<file path="config.mk">
export PLATFORM = sky130hd
export DESIGN_NAME = i2c_regbank
export DESIGN_NICKNAME = d
export VERILOG_FILES = /design/src/rtl/i2c_regbank_pkg.sv /design/src/rtl/i2c_regbank_sync.sv /design/src/rtl/i2c_regbank.sv
export SDC_FILE = /design/constraint.sdc
export NUM_CORES = 1
export LEC_CHECK = 0
export CAP_MARGIN = 20
export CORE_MARGIN = 2
export CORE_UTILIZATION = 59
export DETAILED_ROUTE_END_ITERATION = 8
export PLACE_DENSITY_LB_ADDON = 0.08
export SLEW_MARGIN = 10
export SYNTH_ARGS = -nofsm -noshare
export SYNTH_HDL_FRONTEND = slang
export SYNTH_SLANG_ARGS = --single-unit
</file>
<file path="constraint.sdc">
create_clock -name clk -period 3.75 [get_ports clk]
set_clock_uncertainty 0.05 [all_clocks]
set_input_delay 0.375 -clock clk [delete_from_list [all_inputs] [get_ports clk]]
set_output_delay 0.375 -clock clk [all_outputs]
set_load 0.02 [all_outputs]
</file>
<file path="src/rtl/i2c_regbank_pkg.sv">
// Shared constants for the I2C register bank: register addresses, CTRL/STATUS bit
// positions and reset values.
package i2c_regbank_pkg;

  localparam logic [7:0] ADDR_ID       = 8'h00;
  localparam logic [7:0] ADDR_CTRL     = 8'h01;
  localparam logic [7:0] ADDR_STATUS   = 8'h02;
  localparam logic [7:0] ADDR_GPIO_OUT = 8'h03;
  localparam logic [7:0] ADDR_GPIO_IN  = 8'h04;
  localparam logic [7:0] ADDR_COUNT    = 8'h05;
  localparam logic [7:0] ADDR_IRQ_MASK = 8'h06;
  localparam logic [7:0] ADDR_SCRATCH0 = 8'h07;

  localparam int CTRL_CNT_EN  = 0;
  localparam int CTRL_CNT_CLR = 1;
  localparam int CTRL_LOCK    = 7;

  localparam int STAT_EVT    = 0;
  localparam int STAT_OVF    = 1;
  localparam int STAT_WR_ERR = 2;

  localparam logic [7:0] RST_CTRL     = 8'h00;
  localparam logic [2:0] RST_STATUS   = 3'b000;
  localparam logic [7:0] RST_GPIO_OUT = 8'h00;
  localparam logic [7:0] RST_COUNT    = 8'h00;
  localparam logic [7:0] RST_IRQ_MASK = 8'h00;
  localparam logic [7:0] RST_SCRATCH  = 8'h00;

endpackage

</file>
<file path="src/rtl/i2c_regbank_sync.sv">
// Two-flop synchronizer for asynchronous inputs, with a rising-edge pulse taken
// from the synchronized value.
module i2c_regbank_sync #(
  parameter int W = 1
) (
  input  logic         clk,
  input  logic         rst_n,
  input  logic [W-1:0] i_d,
  output logic [W-1:0] o_q,
  output logic [W-1:0] o_rise
);

  logic [W-1:0] r_s1;
  logic [W-1:0] r_s2;
  logic [W-1:0] r_prev;

  always_ff @(posedge clk or negedge rst_n) begin
    if (!rst_n) begin
      r_s1   <= '0;
      r_s2   <= '0;
      r_prev <= '0;
    end else begin
      r_s1   <= i_d;
      r_s2   <= r_s1;
      r_prev <= r_s2;
    end
  end

  assign o_q    = r_s2;
  assign o_rise = r_s2 & ~r_prev;

endmodule

</file>
<file path="src/rtl/i2c_regbank.sv">
// Register bank behind the I2C slave application bus: ID, CTRL, sticky STATUS, GPIO,
// event counter and scratch. Define REGBANK_IRQ_EN to build IRQ_MASK and the irq output.
module i2c_regbank
  import i2c_regbank_pkg::*;
#(
  parameter logic [7:0] ID_VALUE    = 8'hA5,
  parameter int         NUM_SCRATCH = 4
) (
  input  logic       clk,
  input  logic       rst_n,
  input  logic       i_rw,
  input  logic [7:0] i_addr,
  input  logic       i_wen,
  input  logic [7:0] i_wdata,
  input  logic       i_rdata_used,
  output logic [7:0] o_rdata,
  input  logic [7:0] i_gpio_in,
  output logic [7:0] o_gpio_out,
  input  logic       i_event_in,
  output logic       o_irq
);

  logic [7:0] r_ctrl;
  logic [2:0] r_status;
  logic [7:0] r_gpio_out;
  logic [7:0] r_count;
  logic [7:0] r_scratch [NUM_SCRATCH];

  logic [7:0]             w_gpio_sync;
  logic [7:0]             w_gpio_rise;
  logic                   w_evt_sync;
  logic                   w_evt_rise;
  logic [NUM_SCRATCH-1:0] w_scr_sel;
  logic                   w_wr_ctrl;
  logic                   w_wr_gpio;
  logic                   w_wr_mask;
  logic                   w_wr_scr;
  logic                   w_wr_err;
  logic                   w_cnt_clr;
  logic                   w_cnt_inc;
  logic                   w_cnt_ovf;
  logic                   w_rd_clr;
  logic                   w_unused;

  i2c_regbank_sync #(.W(1)) u_evt_sync (
    .clk   (clk),
    .rst_n (rst_n),
    .i_d   (i_event_in),
    .o_q   (w_evt_sync),
    .o_rise(w_evt_rise)
  );

  i2c_regbank_sync #(.W(8)) u_gpio_sync (
    .clk   (clk),
    .rst_n (rst_n),
    .i_d   (i_gpio_in),
    .o_q   (w_gpio_sync),
    .o_rise(w_gpio_rise)
  );

  assign w_unused = ^{i_rw, w_gpio_rise, w_evt_sync};

  always_comb begin
    w_wr_ctrl = 1'b0;
    w_wr_gpio = 1'b0;
    w_wr_mask = 1'b0;
    w_wr_scr  = 1'b0;
    w_wr_err  = 1'b0;
    for (int n = 0; n < NUM_SCRATCH; n++) begin
      w_scr_sel[n] = (i_addr == ADDR_SCRATCH0 + 8'(n));
    end
    if (i_wen) begin
      case (i_addr)
        ADDR_CTRL:     w_wr_ctrl = 1'b1;
        ADDR_GPIO_OUT: if (r_ctrl[CTRL_LOCK]) w_wr_err = 1'b1; else w_wr_gpio = 1'b1;
`ifdef REGBANK_IRQ_EN
        ADDR_IRQ_MASK: if (r_ctrl[CTRL_LOCK]) w_wr_err = 1'b1; else w_wr_mask = 1'b1;
`else
        ADDR_IRQ_MASK: w_wr_mask = 1'b0;
`endif
        default: begin
          if (|w_scr_sel) begin
            if (r_ctrl[CTRL_LOCK]) w_wr_err = 1'b1; else w_wr_scr = 1'b1;
          end else begin
            w_wr_err = 1'b1;
          end
        end
      endcase
    end
  end

  // A clear in the same cycle as an edge leaves COUNT at zero.
  assign w_cnt_clr = w_wr_ctrl & i_wdata[CTRL_CNT_CLR];
  assign w_cnt_inc = w_evt_rise & r_ctrl[CTRL_CNT_EN] & ~w_cnt_clr;
  assign w_cnt_ovf = w_cnt_inc & (r_count == 8'hFF);
  assign w_rd_clr  = i_rdata_used & (i_addr == ADDR_STATUS);

  always_ff @(posedge clk or negedge rst_n) begin
    if (!rst_n) begin
      r_ctrl     <= RST_CTRL;
      r_status   <= RST_STATUS;
      r_gpio_out <= RST_GPIO_OUT;
      r_count    <= RST_COUNT;
      for (int n = 0; n < NUM_SCRATCH; n++) r_scratch[n] <= RST_SCRATCH;
    end else begin
      if (w_wr_ctrl) r_ctrl <= i_wdata & ~(8'h01 << CTRL_CNT_CLR);
      if (w_wr_gpio) r_gpio_out <= i_wdata;
      if (w_cnt_clr) r_count <= RST_COUNT;
      else if (w_cnt_inc) r_count <= r_count + 8'h01;
      // Set wins over clear-on-read.
      r_status <= (w_rd_clr ? RST_STATUS : r_status) | {w_wr_err, w_cnt_ovf, w_evt_rise};
      for (int n = 0; n < NUM_SCRATCH; n++) begin
        if (w_wr_scr && w_scr_sel[n]) r_scratch[n] <= i_wdata;
      end
    end
  end

`ifdef REGBANK_IRQ_EN
  logic [7:0] r_irq_mask;
  logic       r_irq;

  always_ff @(posedge clk or negedge rst_n) begin
    if (!rst_n) begin
      r_irq_mask <= RST_IRQ_MASK;
      r_irq      <= 1'b0;
    end else begin
      if (w_wr_mask) r_irq_mask <= i_wdata;
      r_irq <= |(r_status & r_irq_mask[2:0]);
    end
  end

  assign o_irq = r_irq;
`else
  logic [7:0] r_irq_mask;
  assign r_irq_mask = RST_IRQ_MASK;
  assign o_irq      = 1'b0;
`endif

  always_comb begin
    o_rdata = 8'h00;
    case (i_addr)
      ADDR_ID:       o_rdata = ID_VALUE;
      ADDR_CTRL:     o_rdata = r_ctrl;
      ADDR_STATUS:   o_rdata = {5'b00000, r_status};
      ADDR_GPIO_OUT: o_rdata = r_gpio_out;
      ADDR_GPIO_IN:  o_rdata = w_gpio_sync;
      ADDR_COUNT:    o_rdata = r_count;
      ADDR_IRQ_MASK: o_rdata = r_irq_mask;
      default: begin
        for (int n = 0; n < NUM_SCRATCH; n++) begin
          if (w_scr_sel[n]) o_rdata = r_scratch[n];
        end
      end
    endcase
  end

  assign o_gpio_out = r_gpio_out;

endmodule
</file>
# Word-level counts from Yosys, hierarchy flattened
# Index checks and enable logic that the tools add are counted.
# classes
n_reduce_logical,9
n_eq_ne,11
n_lt_le_gt_ge,0
n_mux,20
multipliers,0
shifts,0
bitwise,9
n_addsub,1
div,0
# op_table
cell,count
8-bit one-hot mux with 7 select lines,1
8-bit 2-to-1 mux,6
8-bit by 3-bit equality test with 1-bit output (second input constant),4
8-bit by 4-bit equality test with 1-bit output (second input constant),3
8-bit by 2-bit equality test with 1-bit output (second input constant),2
1-bit 2-to-1 mux,11
8-bit by 1-bit adder with 8-bit output (second input constant),1
8-bit by 1-bit equality test with 1-bit output (second input constant),1
8-bit equality test (second input constant),1
8-bit logical NOT,1
1-bit bitwise AND,6
1-bit logical AND,4
4-bit OR reduction,1
3-bit 2-to-1 mux,1
3-bit bitwise OR,1
3-bit OR reduction,1
1-bit inverter,2
1-bit one-hot mux with 2 select lines,1
2-bit nonzero test,1
2-bit OR reduction,1
# totals
mem_bits_rw,0
register_bits,77
word_cells,63
in_bits,30
output_inout_bits,17
mem_count,0
latchBits,0
rom_bits,0

# Logic depth before layout (Yosys ltp)
# depth
depth_word,8
mapped_depth,6

# Cells and area by module
# From an unflattened synthesis, not the netlist that was laid out.
# hier_totals
cells_unflattened,334
hier_area_um2,4031.4
# modules_own_cells
mod,area_per_inst_um2,cells_each,seq_area_each_um2,instances
i2c_regbank,3231.8,298,1451.4,1
i2c_regbank_sync at u_gpio_sync,710.7,32,600.6,1
i2c_regbank_sync at u_evt_sync,88.8,4,75.1,1

# Worst setup path before layout
# OpenSTA, ideal clock, no wires.
# synth_timing
path_type,input port to output port
startpoint,input i_addr[2]
endpoint,output o_rdata[3]
t_arrival_ns,1.835
path_stages,6
slack_ns,1.490
n_path_buf,2
required_time_ns,3.325
path_cell_list,clkbuf_1 -> clkbuf_1 -> or3b_2 -> o2bb2ai_1 -> o21ai_0 -> a31oi_1
# synth_between
elab_chain_cells,6
word_cells_on_any_way,16
classes_between,eq/ne (10); mux (5); reduce/logical (1)
# synth_rtl
item,line,text
from (decl),i2c_regbank.sv:12,"input logic [7:0] i_addr,"
8-bit by 3-bit equality test with 1-bit output,i2c_regbank.sv:70,w_scr_sel[n] = (i_addr == ADDR_SCRATCH0 + 8'(n));
8-bit 2-to-1 mux (4 in series),i2c_regbank.sv:151,if (w_scr_sel[n]) o_rdata = r_scratch[n];
8-bit one-hot mux with 7 select lines *,i2c_regbank.sv:141,case (i_addr)
to (decl),i2c_regbank.sv:16,"output logic [7:0] o_rdata,"
# Mark *: on every way between the ends. The rest lies on a longest branch, timed or not.

# Worst setup path after layout
# layout_timing
startpoint,input i_addr[1]
endpoint,output o_rdata[6]
# The elaborated chain is that of the path after synthesis.

==> metrics.yaml <==
antenna_found_initial: 0
grt-busiest-layer: "met2"
tightest_slew_ps: 977
yosys_most_used_dff: "dfrtp_1"
n_antenna_cell: 0
grt_pass1_vias: 2579
fin_crit_ps: 3280
grt_pass1_wl_um: 13200
use_met3_pct: 6.09
critPathLaunch: "i_addr[1]"
worst_r2r_path_depth: 3
sw_frac_of_total_pct: 27.1
yosysWarnings: 0
syn_area_um2: 3630
h-tree-depth: 3
die_x_um: 82.4
min_period_over_period_pct: 87.5
cap_violations: 0
critPathKind: "input pin to primary output"
synth_edf_count: 0
tritoncts: "yes"
irDropWorstVdd_uv: 341
yosysSeqAreaShare_pct: 53.1
cts_made_buffers: 9
rrSetupSlack_ps: 1950
hold_path_class: "input pin to async pin"
drt_iter0_drc: 262
antenna_left: 0
ctsResizeCount: 0
clkTransAtPathRegs_ps: 80
path_max_fanout: 16
r2r_start: "r_ctrl[7]$_DFFE_PN0N_"
syn_inst: 315
fillers: 431
cts.sinks: 77
die_h_um: 82.4
final_common_cell: "dfrtp_1"
p_seq_share_pct: 51.8
cp_data_arrival_time_ps: 2860
numPortBuffers: 44
vias: 2717
max_freq_mhz: 305
p_total_uw: 1840
wl_per_cell_um: 19.2
dp_hpwl_um: 5880
netSwitchingPower_uw: 499
p_int_uw: 1340
mostFrequentLayoutCells: "dfrtp_1, mux2_2, clkdlybuf4s50_1, nor2_1, nand2_1"
fin_util_pct: 74.0
grt_max_degree: 78
rsz0062_at_grt: "false"
required_ps: 3320
cts-root-buf: "clkbuf_8"
startpoint_type: "input pin"
setup_viol: 0
vias_per_cell: 6.11
syn2layout_area_growth_pct: 20.8
worst_skew_pair.late_latency_ps: 340
setup-tns-final_ps: 0
core_um2: 5920
initial_core_util_pct: 61.2
io_pins: 47
rr_endpoint: "o_gpio_out[5]$_DFFE_PN0P_"
slew_headroom_pct: 34.9
hold_buffers: 0
firstDrtPassIters: 5
globalRouteMet1Util_pct: 37.8
cts_setup_buffers: 0
clock_path_buffers: 2
gp_congestion: 0.885
drv_slew: 0
endpoint: "o_rdata[6]"
core.rowCount: 28
leakagePower_uw: 0.00193
yosysUniqueCellTypes: 55
met2_usage_pct: 42.3
syn_nets: 346
drc_errors: 0
grt-ovfl-total: 0
num-nets-final: 396
power.density_nw_per_um2: 420
clkPwrFrac_pct: 33.6
synth_seq_cells: 77
hold_viol: 0
wirelength_um: 8530
cp-end-kind: "primary output"
die_area_um2: 6790
synth.avg_cell_area_um2: 11.5
async_flop_share_pct: 100
grt_use_total_pct: 27.2
pwr-share-comb_pct: 14.6
outcome: "complete, no violations"
final_layout_size_suffix_gt1_share_pct: 21.1
stage by stage:
| step | hold WS [ps] | cells | instance area (um2) | setup slack [ps] |
|---|---|---|---|---|
| floorplan | 29.4 | 315 | 3630 | 1490 |
| global placement | 283 | 429 | 4190 | 496 |
| detailed placement | 285 | 429 | 4190 | 476 |
| CTS | 159 | 445 | 4380 | 463 |
| global route | 200 | 445 | 4380 | 366 |
| finish | 81.1 | 445 | 4380 | 468 |
cells in the mapped netlist (5+ instances only):
library cell / number / area, um2
a21oi_1: 8 / 40.0
a22oi_1: 7 / 52.6
buf_2: 8 / 40.0
clkbuf_1: 10 / 37.5
dfrtp_1: 77 / 1930
inv_1: 10 / 37.5
mux2_2: 44 / 495
mux2i_1: 6 / 60.1
nand2_1: 17 / 63.8
nand2b_1: 8 / 50.1
nand3_1: 5 / 25.0
nor2_1: 20 / 75.1
nor2b_1: 6 / 37.5
o21ai_0: 13 / 65.1
o2bb2ai_1: 7 / 61.3
xnor2_1: 5 / 43.8
cells by family after synthesis:
family	synth area share (%)
fa+ha+maj	0.345
xor+xnor	1.69
other cells	0.103
flops	53.1
compound gates	12.1
simple gates	13.6
mux	15.3
buf+inv	3.69
sequential cells by signal, summed over array words and instances, names as in the netlist:
name / count
r_status: 3
u_evt_sync.r_prev: 1
u_evt_sync.r_s1: 1
u_gpio_sync.o_q: 8
o_gpio_out: 8
r_ctrl: 7
r_scratch: 32
u_evt_sync.o_q: 1
r_count: 8
u_gpio_sync.r_s1: 8
layout make-up:
| class | instances | area, um2 | share of cell area, % |
|---|---|---|---|
| repair buffers | 59 | 563 | 12.9 |
| flip-flops and latches | 77 | 1930 | 44.0 |
| well taps | 75 | 93.8 | 2.14 |
| multi-input cells | 208 | 1570 | 35.7 |
| clock buffers | 13 | 149 | 3.40 |
| inverters | 10 | 37.5 | 0.857 |
| clock inverters | 3 | 45.0 | 1.03 |
power by group through the flow:
stage | combinational [uW] | clock, uW | sequential, uW
global placement | 254 | 0 | 968
finish | 268 | 618 | 954
CTS | 267 | 627 | 953
detailed placement | 267 | 0 | 968
global route | 297 | 674 | 963
floorplan | 163 | 0 | 951
worst max-delay path, cell delays in order:
cell and delay (ps):
clkdlybuf4s50_1 620, buf_12 260, or3b_2 480, o2bb2ai_1 180, o21ai_0 130, o211ai_1 170, clkdlybuf4s50_1 630
how the worst min path moves through the flow:
stage                                       start                             to  cells past startpoint
floorplan                                   rst_n      o_gpio_out[0]$_DFFE_PN0P_                      0
global placement    u_gpio_sync.r_s1[0]$_DFF_PN0_   u_gpio_sync.o_q[0]$_DFF_PN0_                      0
detailed placement  u_gpio_sync.r_s1[1]$_DFF_PN0_   u_gpio_sync.o_q[1]$_DFF_PN0_                      0
CTS                                         rst_n  u_gpio_sync.r_s1[3]$_DFF_PN0_                      1
global route                                rst_n         r_count[3]$_DFFE_PN0P_                      1
finish                                      rst_n  u_gpio_sync.r_s1[3]$_DFF_PN0_                      1
metal layers:
| metal | share of wire, % | routed length (um) |
|---|---|---|
| met1 | 45 | 3850 |
| met2 | 46 | 3950 |
| met3 | 6.8 | 581 |
| met4 | 1.6 | 139 |
| met5 | 0 | 0 |
No activity file was read; power rests on OpenSTA's default activity.
